--- config.mk ---
export PLATFORM = sky130hd
export DESIGN_NAME = pkt_out_arbiter
export DESIGN_NICKNAME = d
export VERILOG_FILES = /design/src/rtl/pkt_out_arbiter.sv
export SDC_FILE = /design/constraint.sdc
export NUM_CORES = 1
export LEC_CHECK = 0
export BUFFER_PORTS_ARGS = -buffer_cell sky130_fd_sc_hd__buf_2
export CAP_MARGIN = 20
export CELL_PAD_IN_SITES_DETAIL_PLACEMENT = 1
export CELL_PAD_IN_SITES_GLOBAL_PLACEMENT = 2
export CORE_ASPECT_RATIO = 0.5
export CORE_MARGIN = 5
export CORE_UTILIZATION = 29
export DETAILED_ROUTE_END_ITERATION = 7
export PLACE_DENSITY = 0.89
export SLEW_MARGIN = 30
export SYNTH_ARGS = -nofsm -noshare
export SYNTH_HDL_FRONTEND = slang
export SYNTH_SLANG_ARGS = --single-unit
export TNS_END_PERCENT = 30
--- constraint.sdc ---
create_clock -name clk -period 7.7 [get_ports clk]
set_input_delay 0.385 -clock clk [delete_from_list [all_inputs] [get_ports clk]]
set_output_delay 0.385 -clock clk [all_outputs]
set_load 0.01 [all_outputs]
--- src/rtl/pkt_out_arbiter.sv ---
// pkt_out_arbiter: two-source, packet-granular round-robin arbiter that
// drives the shared 134-bit output path toward the MUX.
//
// Ports
//   clk, rst                  system clock, synchronous active-high reset
//   inN_data / _wr            source N flit and flit strobe ([133:132] = flit type)
//   inN_data_valid / _wr      source N packet valid flag and its strobe (sent with tail)
//   inN_req                   source N has a complete packet pending
//   inN_data_ready            source N may present a flit this cycle (combinational)
//   out_data / _wr            registered flit and strobe to the MUX
//   out_data_valid / _wr      registered packet valid flag and strobe
//   out_data_ready            downstream ready (almost-full style)
//   pkt0_cnt, pkt1_cnt        packets forwarded per source
//   drop_cnt                  flits written while not ready
//   timeout_cnt               grants revoked by the idle timer
//   clr_stats                 synchronous clear of all counters
//
// state | meaning
// IDLE  | no grant; arbitrate pending requests (readies held low)
// BUSY  | owner holds the output until its tail flit or an idle timeout

module pkt_out_arbiter #(
    parameter logic [15:0] TIMEOUT = 16'd1024,
    parameter int          CNT_W   = 32
) (
    input  logic             clk,
    input  logic             rst,
    input  logic [133:0]     in0_data,
    input  logic             in0_data_wr,
    input  logic             in0_data_valid,
    input  logic             in0_data_valid_wr,
    input  logic             in0_req,
    output logic             in0_data_ready,
    input  logic [133:0]     in1_data,
    input  logic             in1_data_wr,
    input  logic             in1_data_valid,
    input  logic             in1_data_valid_wr,
    input  logic             in1_req,
    output logic             in1_data_ready,
    output logic [133:0]     out_data,
    output logic             out_data_wr,
    output logic             out_data_valid,
    output logic             out_data_valid_wr,
    input  logic             out_data_ready,
    output logic [CNT_W-1:0] pkt0_cnt,
    output logic [CNT_W-1:0] pkt1_cnt,
    output logic [CNT_W-1:0] drop_cnt,
    output logic [CNT_W-1:0] timeout_cnt,
    input  logic             clr_stats
);

    typedef enum logic {IDLE = 1'b0, BUSY = 1'b1} state_t;

    state_t           state_q, state_d;
    logic             owner_q, owner_d;
    logic             last_q, last_d;
    logic [15:0]      timer_q, timer_d;
    logic [133:0]     out_data_q, out_data_d;
    logic             out_wr_q, out_wr_d;
    logic             out_valid_q, out_valid_d;
    logic             out_valid_wr_q, out_valid_wr_d;
    logic [CNT_W-1:0] pkt0_q, pkt0_d, pkt1_q, pkt1_d;
    logic [CNT_W-1:0] drop_q, drop_d, tmo_q, tmo_d;

    logic             busy, accept, eop, timeout_hit, drop0, drop1;
    logic [133:0]     own_data;
    logic             own_wr, own_valid, own_valid_wr;

    function automatic logic [CNT_W-1:0] sat_add(input logic [CNT_W-1:0] cnt,
                                                 input logic [1:0]       inc);
        logic [CNT_W:0] sum;
        sum = {1'b0, cnt} + {{(CNT_W-1){1'b0}}, inc};
        return sum[CNT_W] ? {CNT_W{1'b1}} : sum[CNT_W-1:0];
    endfunction

    assign busy           = (state_q == BUSY);
    assign in0_data_ready = busy & ~owner_q & out_data_ready;
    assign in1_data_ready = busy &  owner_q & out_data_ready;

    assign own_data     = owner_q ? in1_data          : in0_data;
    assign own_wr       = owner_q ? in1_data_wr       : in0_data_wr;
    assign own_valid    = owner_q ? in1_data_valid    : in0_data_valid;
    assign own_valid_wr = owner_q ? in1_data_valid_wr : in0_data_valid_wr;

    // Type bit 132 is clear for both tail (10) and single-flit (00) packets.
    assign accept      = busy & own_wr & out_data_ready;
    assign eop         = accept & ~own_data[132];
    assign timeout_hit = busy & ~accept & (timer_q == TIMEOUT - 16'd1);
    assign drop0       = in0_data_wr & ~in0_data_ready;
    assign drop1       = in1_data_wr & ~in1_data_ready;

    always_comb begin
        state_d        = state_q;
        owner_d        = owner_q;
        last_d         = last_q;
        timer_d        = timer_q;
        out_data_d     = accept ? own_data : out_data_q;
        out_wr_d       = accept;
        out_valid_wr_d = accept & own_valid_wr;
        out_valid_d    = accept & own_valid_wr & own_valid;

        case (state_q)
            IDLE: begin
                if (in0_req | in1_req) begin
                    // With both requesting, the source that did not go last wins.
                    owner_d = (in0_req & in1_req) ? ~last_q : in1_req;
                    state_d = BUSY;
                    timer_d = 16'd0;
                end
            end
            BUSY: begin
                if (accept) begin
                    timer_d = 16'd0;
                    if (eop) begin
                        state_d = IDLE;
                        last_d  = owner_q;
                    end
                end else if (timeout_hit) begin
                    state_d = IDLE;
                    last_d  = owner_q;
                end else begin
                    timer_d = timer_q + 16'd1;
                end
            end
            default: state_d = IDLE;
        endcase

        if (clr_stats) begin
            pkt0_d = '0;
            pkt1_d = '0;
            drop_d = '0;
            tmo_d  = '0;
        end else begin
            pkt0_d = sat_add(pkt0_q, {1'b0, eop & ~owner_q});
            pkt1_d = sat_add(pkt1_q, {1'b0, eop &  owner_q});
            drop_d = sat_add(drop_q, {1'b0, drop0} + {1'b0, drop1});
            tmo_d  = sat_add(tmo_q,  {1'b0, timeout_hit});
        end
    end

    always_ff @(posedge clk) begin
        if (rst) begin
            state_q        <= IDLE;
            owner_q        <= 1'b0;
            last_q         <= 1'b1;
            timer_q        <= 16'd0;
            out_data_q     <= '0;
            out_wr_q       <= 1'b0;
            out_valid_q    <= 1'b0;
            out_valid_wr_q <= 1'b0;
            pkt0_q         <= '0;
            pkt1_q         <= '0;
            drop_q         <= '0;
            tmo_q          <= '0;
        end else begin
            state_q        <= state_d;
            owner_q        <= owner_d;
            last_q         <= last_d;
            timer_q        <= timer_d;
            out_data_q     <= out_data_d;
            out_wr_q       <= out_wr_d;
            out_valid_q    <= out_valid_d;
            out_valid_wr_q <= out_valid_wr_d;
            pkt0_q         <= pkt0_d;
            pkt1_q         <= pkt1_d;
            drop_q         <= drop_d;
            tmo_q          <= tmo_d;
        end
    end

    assign out_data          = out_data_q;
    assign out_data_wr       = out_wr_q;
    assign out_data_valid    = out_valid_q;
    assign out_data_valid_wr = out_valid_wr_q;
    assign pkt0_cnt          = pkt0_q;
    assign pkt1_cnt          = pkt1_q;
    assign drop_cnt          = drop_q;
    assign timeout_cnt       = tmo_q;

endmodule

=== Word level (Yosys, flattened, before mapping) ===
Cells that the tools add are included.
W data, S select, Z words.

* Flip-flop bits (word level): 284
* Input port bits: 280
* Output and inout port bits: 267

* Add/subtract/negate cells: 6
* Eq/ne operators: 4
* Multiplexer cells: 21
* Bitwise operators: 24
* Reduce and logical (&&, ||, !) cells: 5

{| class="wikitable"
|+ Operator list
! cell !! count
|-
| $mux W134 || 1
|-
| $mux W32 || 4
|-
| $add A32 B1 Y33 || 3
|-
| $mux W16 || 3
|-
| $add A32 B2 Y33 || 1
|-
| $pmux W16 S2 || 1
|-
| $add A16 B1 Y16 const B || 1
|-
| $and A1 B1 Y1 || 16
|-
| $eq A16 B10 Y1 const B || 1
|-
| $mux W1 || 11
|-
| $not A1 Y1 || 7
|-
| $reduce_and A2 Y1 || 2
|-
| $ne A3 B3 Y1 const B || 1
|-
| $reduce_and A3 Y1 || 1
|-
| $add A1 B1 Y2 || 1
|-
| $ne A2 B1 Y1 const B || 1
|-
| $ne A2 B2 Y1 const B || 1
|-
| $pmux W1 S2 || 1
|-
| $reduce_bool A2 Y1 || 1
|-
| $reduce_or A2 Y1 || 1
|-
| $or A1 B1 Y1 || 1
|}

=== Logic depth before layout (Yosys ltp) ===
Gate-level depths: netlist of run 1.

* Depth after elaboration: 9
* Gate-level depth with buffers: 14
* Mapped depth without buffers: 10

=== Least setup slack after synthesis of run 1 ===
No wires, ideal clock.

* Path kind: register to register
* Start: register owner_q
* End: register drop_q[10] (netlist: drop_cnt[10])
* Library setup time: 70 ps
* Arrival: 3034 ps
* Data required time: 7630 ps
* Setup slack: 4596 ps
* Cell stages (with the launch flop): 14
* Cells stage by stage: dfxtp_1 -> buf_2 -> buf_1 -> o21ai_0 -> fa_1 -> inv_1 -> ha_1 -> nand2_1 -> nor4_4 -> and3_1 -> clkbuf_2 -> nand4_4 -> buf_6 -> a21oi_1

* Cells in the longest elaborated chain, start to end: 8
* Elaborated cells between the ends (all ways): 12
* Classes of those cells: 2 x add/sub; 1 x mux; 9 x bitwise

{| class="wikitable"
|+ RTL lines
! item !! RTL line !! RTL
|-
| start: declaration || 55 || <nowiki>logic owner_q, owner_d;</nowiki>
|-
| start signal: assignment || 157 || <nowiki>owner_q <= owner_d;</nowiki>
|-
| $not A1 Y1 || 77 || <nowiki>assign in0_data_ready = busy & ~owner_q & out_data_ready;</nowiki>
|-
| $and A1 B1 Y1 (2 in series) || 77 ||
|-
| $not A1 Y1 || 89 || <nowiki>assign drop0 = in0_data_wr & ~in0_data_ready;</nowiki>
|-
| $and A1 B1 Y1 || 89 ||
|-
| $add A1 B1 Y2 (*) || 136 || <nowiki>drop_d = sat_add(drop_q, {1'b0, drop0} + {1'b0, drop1});</nowiki>
|-
| $add A32 B2 Y33 (*) || 72 || <nowiki>sum = {1'b0, cnt} + {{(CNT_W-1){1'b0}}, inc};</nowiki>
|-
| $mux W32 (*) || 73 || <nowiki>return sum[CNT_W] ? {CNT_W{1'b1}} : sum[CNT_W-1:0];</nowiki>
|-
| end signal: assignment || 166 || <nowiki>drop_q <= drop_d;</nowiki>
|-
| end: declaration || 63 || <nowiki>logic [CNT_W-1:0] drop_q, drop_d, tmo_q, tmo_d;</nowiki>
|}

Every way passes the cells marked *; elsewhere a longest branch is shown, timed or not.
A chain may end at the register's enable or synchronous reset.

=== Worst setup path after layout of run 1 ===
* Start: register owner_q
* End: register drop_q[13] (netlist: drop_cnt[13])

Same word-level chain as after synthesis.

==> run metrics, run 1 <==
utilization after layout 39.3%; Mapped Cells 1,403; Fin Hold WS 0.116 ns; CP max stage delay 0.56 ns; htree depth 1; Root Buffer clkbuf_16; total I/O pin count 547; max-cap viol count 0; CTS tree yes; clk slew on worst S/H paths 0.07 ns; top-count cell post-synth dfxtp_1; FF+latch count, synth 284; Critical Path AT 4.21 ns; Hold Path Class input port to flip-flop; area leader, netlist dfxtp_1; clock skew 0.0261 ns; Longest Clk Path Bufs 3; syn_nets 1,692; cell area after synthesis 0.0129 mm2; Setup Buffers After CTS 0; layout cells sized above 1 33.1%; GPL Wtd Cong 0.845; min cycle time layout 3.72 ns; DRC violation total after the first TritonRoute iteration 537; slowest cell on the critical path nor4_4; area share of the largest cell type after synthesis 44.2%; Die Y 159 um; setup TNS 0 ns; CTS Sinks 284; WL per Instance 20.6 um; Placed Instances 2,448; final hold vios 0; CTS Hold Bufs 0; Unique masters post-synth 53; # fillers 5,224; CP required 8.19 ns; Mean Syn Cell Area 9.16 um2; pin count of the biggest net entering global routing 95; Synth warnings 0; Non-Filler Instances 2,505; VDD IR max 0.152 mV; Routed WL 51,600 um; critical-path cell list buf_4 > o21ai_0 > fa_1 > inv_1 > ha_1 > nand2_1 > nor4_4 > and3_1 > nand4_4 > a21oi_1; Crit path max-delay family simple AND/OR/NAND/NOR gates; setup ws final 3.98 ns; worst slew pin tran 0.884 ns; Max Clock Freq 0.269 GHz; post-synthesis sequential area ratio 44.2%; DPL Wire Length 40,100 um; pwr/cell area 204 mW/mm2; Die Span X 308 um; vias per std cell 4.93; top cells by area, synth dfxtp_1, mux2i_1, a211oi_1; ys async rst share 0%; number of global-route vias before repair 12,600; DRC viols 0; outcome complete, no violations; Critical path buffers and inverters 2; grt ovf 0; Leak Pwr 7.21 nW; Port-buffer cells 546; RSZ-0062 raised after global routing no; Pre-antenna DRT Iters 4; crit end category flip-flop; CTS Buf Count 29; dpl ws 3.88 ns; Syn-to-layout area delta 33.5%; critical path type flip-flop to flip-flop; Crit Path Max Fanout 27; Row Count 54; clock latency on the worst-skew pair 0.56 ns; Final Slew Violations 0; EDFF count, synth 0; final setup fails 0; Starting Density 29.4%; # resized after CTS 0; first-pass GRT wire length 77,400 um; dominant synthesized flop cell dfxtp_1; DRT antenna net count 0; crit path launch type flip-flop; Tcrit/Tclk final 48.3%; via count 12,400; Final #Nets 2,181; Commonest cells post-synth dfxtp_1, nor2_1, a211oi_1; Slew headroom 41.1%; initial antenna violation count 2; Die Area 0.0489 mm2; Core Area 0.0437 mm2; GRT Util Overall 19.8%
## per-stage QoR
step	total power [mW]	instance area, um2
6_report	3.51	17200
4_1_cts	3.56	17100
5_1_grt	3.66	17200
2_1_floorplan	1.76	12900
3_5_place_dp	1.95	16000
3_3_place_gp	1.94	16000
## sequential cells by signal (all words and copies together), names as in the netlist
name / count
last_q: 1
owner_q: 1
drop_cnt: 32
timeout_cnt: 32
timer_q: 16
busy: 1
out_data_valid: 1
out_data_valid_wr: 1
pkt1_cnt: 32
out_data_wr: 1
out_data: 134
pkt0_cnt: 32
## per-layer routing
metal / wire [um] / vias to the layer above / part of all wire [%] / GRT usage [%]
met2: 26700 / 200 / 52 / 36.1
met1: 21200 / 6014 / 41 / 23.8
li1: - / 6058 / - / -
met3: 2130 / 82 / 4.1 / 3.70
met4: 1590 / 2 / 3.1 / 5.50
met5: 13 / - / 0.025 / 0
## final cells by class
type	instances	area, um2	share of cell area [%]
multi-input cells	999	6710	39.1
flip-flops and latches	284	5690	33.1
repair buffers	557	2870	16.7
clock buffers	37	837	4.88
well taps	588	736	4.29
clock inverters	17	239	1.39
inverters	21	78.8	0.459
diodes	2	5.00	0.0292
## worst paths after layout
| check | endpoint | slack, ns | cells after the start | start |
|---|---|---|---|---|
| setup / recovery | drop_cnt[13]$_SDFF_PP0_ | 3.98 | 10 | owner_q$_SDFFE_PP0P_ |
| hold / removal | owner_q$_SDFFE_PP0P_ | 0.12 | 3 | in1_req |
| setup reg to reg | drop_cnt[13]$_SDFF_PP0_ | 3.98 | 10 | owner_q$_SDFFE_PP0P_ |
| hold reg to reg | timer_q[15]$_SDFFE_PP0P_ | 0.48 | 2 | timer_q[15]$_SDFFE_PP0P_ |
## cell usage in the layout (no fill, tap or decap), types with 30 or more instances in the layout
master / Yosys / routed
mux2i_1: 137 / 137
xnor2_1: 46 / 46
a211oi_1: 138 / 138
nand3_1: 49 / 49
nor2_1: 172 / 172
xor2_1: 52 / 52
clkbuf_16: 0 / 30
a21oi_1: 104 / 104
nand4_1: 35 / 35
buf_2: 14 / 545
dfxtp_1: 284 / 283
nand2_1: 51 / 51
and3_1: 31 / 31
## cell families after synthesis
| kind of cell | synth area share, % |
|---|---|
| fa+ha+maj | 0.934 |
| xor+xnor | 6.68 |
| compound gates | 15.5 |
| simple gates | 18.3 |
| flops | 44.2 |
| mux | 10.7 |
| buf+inv | 3.77 |
## report_power, final
| part | leakage, nW | total, mW | switching, mW | internal, mW |
|---|---|---|---|---|
| registers | 2.30 | 1.54 | 0.0267 | 1.51 |
| clock network | 0.524 | 1.59 | 0.646 | 0.943 |
| logic | 4.39 | 0.378 | 0.218 | 0.160 |
| total | 7.21 | 3.51 | 0.890 | 2.62 |
## tightest hold or removal path: stages
cell,delay (ns)
buf_2,0.10
nand3b_1,0.07
a21oi_1,0.06
Power figures use the tool's default switching activity.
==> run 2, diff against run 1 <==
--- a/config.mk
+++ b/config.mk
@@ -11,9 +11,9 @@
 export CELL_PAD_IN_SITES_GLOBAL_PLACEMENT = 2
 export CORE_ASPECT_RATIO = 0.5
 export CORE_MARGIN = 5
-export CORE_UTILIZATION = 29
+export CORE_UTILIZATION = 25
 export DETAILED_ROUTE_END_ITERATION = 7
-export PLACE_DENSITY = 0.89
+export PLACE_DENSITY = 0.81
 export SLEW_MARGIN = 30
 export SYNTH_ARGS = -nofsm -noshare
 export SYNTH_HDL_FRONTEND = slang
==> constraint.sdc (replaced) <==
create_clock -name clk -period 3 [get_ports clk]
set_input_delay 0.15 -clock clk [delete_from_list [all_inputs] [get_ports clk]]
set_output_delay 0.15 -clock clk [all_outputs]
set_load 0.01 [all_outputs]
==> run metrics, run 2 (synthesis gave the netlist of run 1 again) <==
crit path from owner_q$_SDFFE_PP0P_; most common cell after layout, fill and taps aside buf_2; CTS Buf Count 30 (+3.4%); CTS Sinks 284 (unchanged); layout cells sized above 1 31.1% (-2.0 points); number of global-route vias before repair 14,200 (+13%); Core Area 0.0506 mm2 (+16%); clk slew on worst S/H paths 0.07 ns (about the same); Non-Filler Instances 2,835 (+13%); critical path endpoint drop_cnt[0]$_SDFF_PP0_; DPL Wire Length 41,500 um (+3.6%); Final #Nets 2,403 (+10%); grt ovf 0 (unchanged); DRT antenna net count 0 (unchanged); Die Area 0.0563 mm2 (+15%); clock latency on the worst-skew pair 0.58 ns (+0.02 ns); Root Buffer clkbuf_16; final hold vios 0 (unchanged); Reg2Reg Setup Slack 0.18 ns (-3.79 ns); Pre-antenna DRT Iters 5 (+1); Largest register FFs 134 (unchanged); Placed Instances 2,577 (+5.3%); clock skew 0.0282 ns (+0.00204 ns); first-pass GRT wire length 85,500 um (+10%); Die Span X 331 um (+7.5%); Longest Clk Path Bufs 3 (unchanged); Max Clock Freq 0.355 GHz (+32%); VDD IR max 0.391 mV (+160%); reg2reg end drop_cnt[0]$_SDFF_PP0_; crit end category flip-flop; worst slew pin tran 1.02 ns (+0.133 ns); Leak Pwr 8.21 nW (+14%); Routed WL 58,200 um (+13%); setup TNS 0 ns (unchanged); crit path launch type flip-flop; max-cap viol count 0 (unchanged); Starting Density 25.4% (-4.0 points); Crit Path Max Fanout 14 (-48%); GRT Util Overall 19.4% (-0.34 points); vias per std cell 4.79 (-2.9%); most frequent cells in the layout buf_2, dfxtp_1, dlygate4sd3_1; total power 9.61 mW (+170%); final setup fails 0 (unchanged); outcome complete, no violations; CTS tree yes; total I/O pin count 547 (unchanged); Tcrit/Tclk final 93.8% (+46 points); DRC viols 0 (unchanged); initial antenna violation count 7 (+5); Final Slew Violations 0 (unchanged); critical path type flip-flop to flip-flop; Fin Hold WS 0.00818 ns (-0.108 ns); Hold Path Class input port to flip-flop; R2R cell count 10 (unchanged); RSZ-0062 raised after global routing yes; min cycle time layout 2.82 ns (-0.907 ns); Critical Path AT 3.31 ns (-0.90 ns); pwr/cell area 491 mW/mm2 (+140%); DRC violation total after the first TritonRoute iteration 676 (+26%); Row Count 58 (+7.4%); htree depth 1 (unchanged); Port-buffer cells 546 (unchanged); # fillers 6,015 (+15%); utilization after layout 38.7% (-0.56 points); GPL Wtd Cong 0.847 (+0.26%); Slew headroom 32.2% (-8.9 points); pin count of the biggest net entering global routing 99 (+4.2%); via count 13,600 (+9.9%); Die Y 170 um (+7.2%); CP required 3.49 ns (-4.70 ns); Syn-to-layout area delta 52.3%; RR Startpoint owner_q$_SDFFE_PP0P_; WL per Instance 20.5 um (-0.45%)
-- run 2: changes by cell type in the layout (fill, tap and decap cells not counted), sizes merged --
| cell | delta |
|---|---|
| diode | +5 |
| buf | +27 |
| nand4 | +1 |
| inv | -3 |
| dlygate4sd3 | +193 |
| bufinv | +3 |
| clkbuf | +1 |
| clkinv | +1 |
-- run 2: what timing repair did --
item,CTS,global route
setup endpoints to repair,0,61
hold buffers,193,0
gates resized for setup,0,6
buffers inserted,0,1
hold endpoints to repair,104,0
-- run 2: critical path, cell delays in order (launching register included) --
cell and delay (ns):
dfxtp_4 0.37, and3_1 0.15, nand2b_1 0.15, fa_1 0.38, inv_1 0.07, ha_1 0.19, nand2_1 0.17, nor4_4 0.26
and3_1 0.40, nand4_4 0.32, a21oi_1 0.26
-- run 2: how the worst min path moves through the flow --
| stage | from | end | slack (ns) | depth (start not counted) |
|---|---|---|---|---|
| 6_report | in0_data[99] | out_data[99]$_SDFFE_PP0P_ | 0.008 | 3 |
| 5_1_grt | in0_data[99] | out_data[99]$_SDFFE_PP0P_ | 0.004 | 3 |
| 4_1_cts | in0_data[132] | out_data[132]$_SDFFE_PP0P_ | 0.0002 | 3 |
| 3_5_place_dp | timer_q[15]$_SDFFE_PP0P_ | timer_q[15]$_SDFFE_PP0P_ | 0.48 | 2 |
| 3_3_place_gp | timer_q[15]$_SDFFE_PP0P_ | timer_q[15]$_SDFFE_PP0P_ | 0.46 | 2 |
| 2_1_floorplan | in1_req | owner_q$_SDFFE_PP0P_ | 0.31 | 2 |
-- run 2: layout make-up --
cell class / instances / area [um2] / share of cell area, %
clock buffers: 38 / 841 / 4.29
inverters: 21 / 78.8 / 0.403
multi-input cells: 1000 / 6730 / 34.4
diodes: 7 / 17.5 / 0.0895
repair buffers: 777 / 5040 / 25.8
well taps: 690 / 863 / 4.41
flip-flops and latches: 284 / 5690 / 29.1
clock inverters: 18 / 313 / 1.60
-- run 2: per-layer routing --
metal | track usage [%] | wire length [um]
met1 | 22.1 | 22700
met2 | 35.8 | 30800
met3 | 4.19 | 2540
met4 | 7.29 | 2180
met5 | 0 | 0
-- run 2: per-stage QoR --
| step | setup slack, ns | cell area [um2] |
|---|---|---|
| floorplan | 0.0142 | 12900 |
| global placement | 0.211 | 16400 |
| detailed placement | 0.0491 | 16400 |
| CTS | 0.0452 | 19500 |
| global route | -0.0312 | 19600 |
| finish | 0.185 | 19600 |
-- run 2: report_power, final --
group          internal, mW  leakage (nW)  switching [mW]
clock                  2.67         0.559            1.69
combinational         0.637          5.34           0.654
sequential             3.89          2.30          0.0661
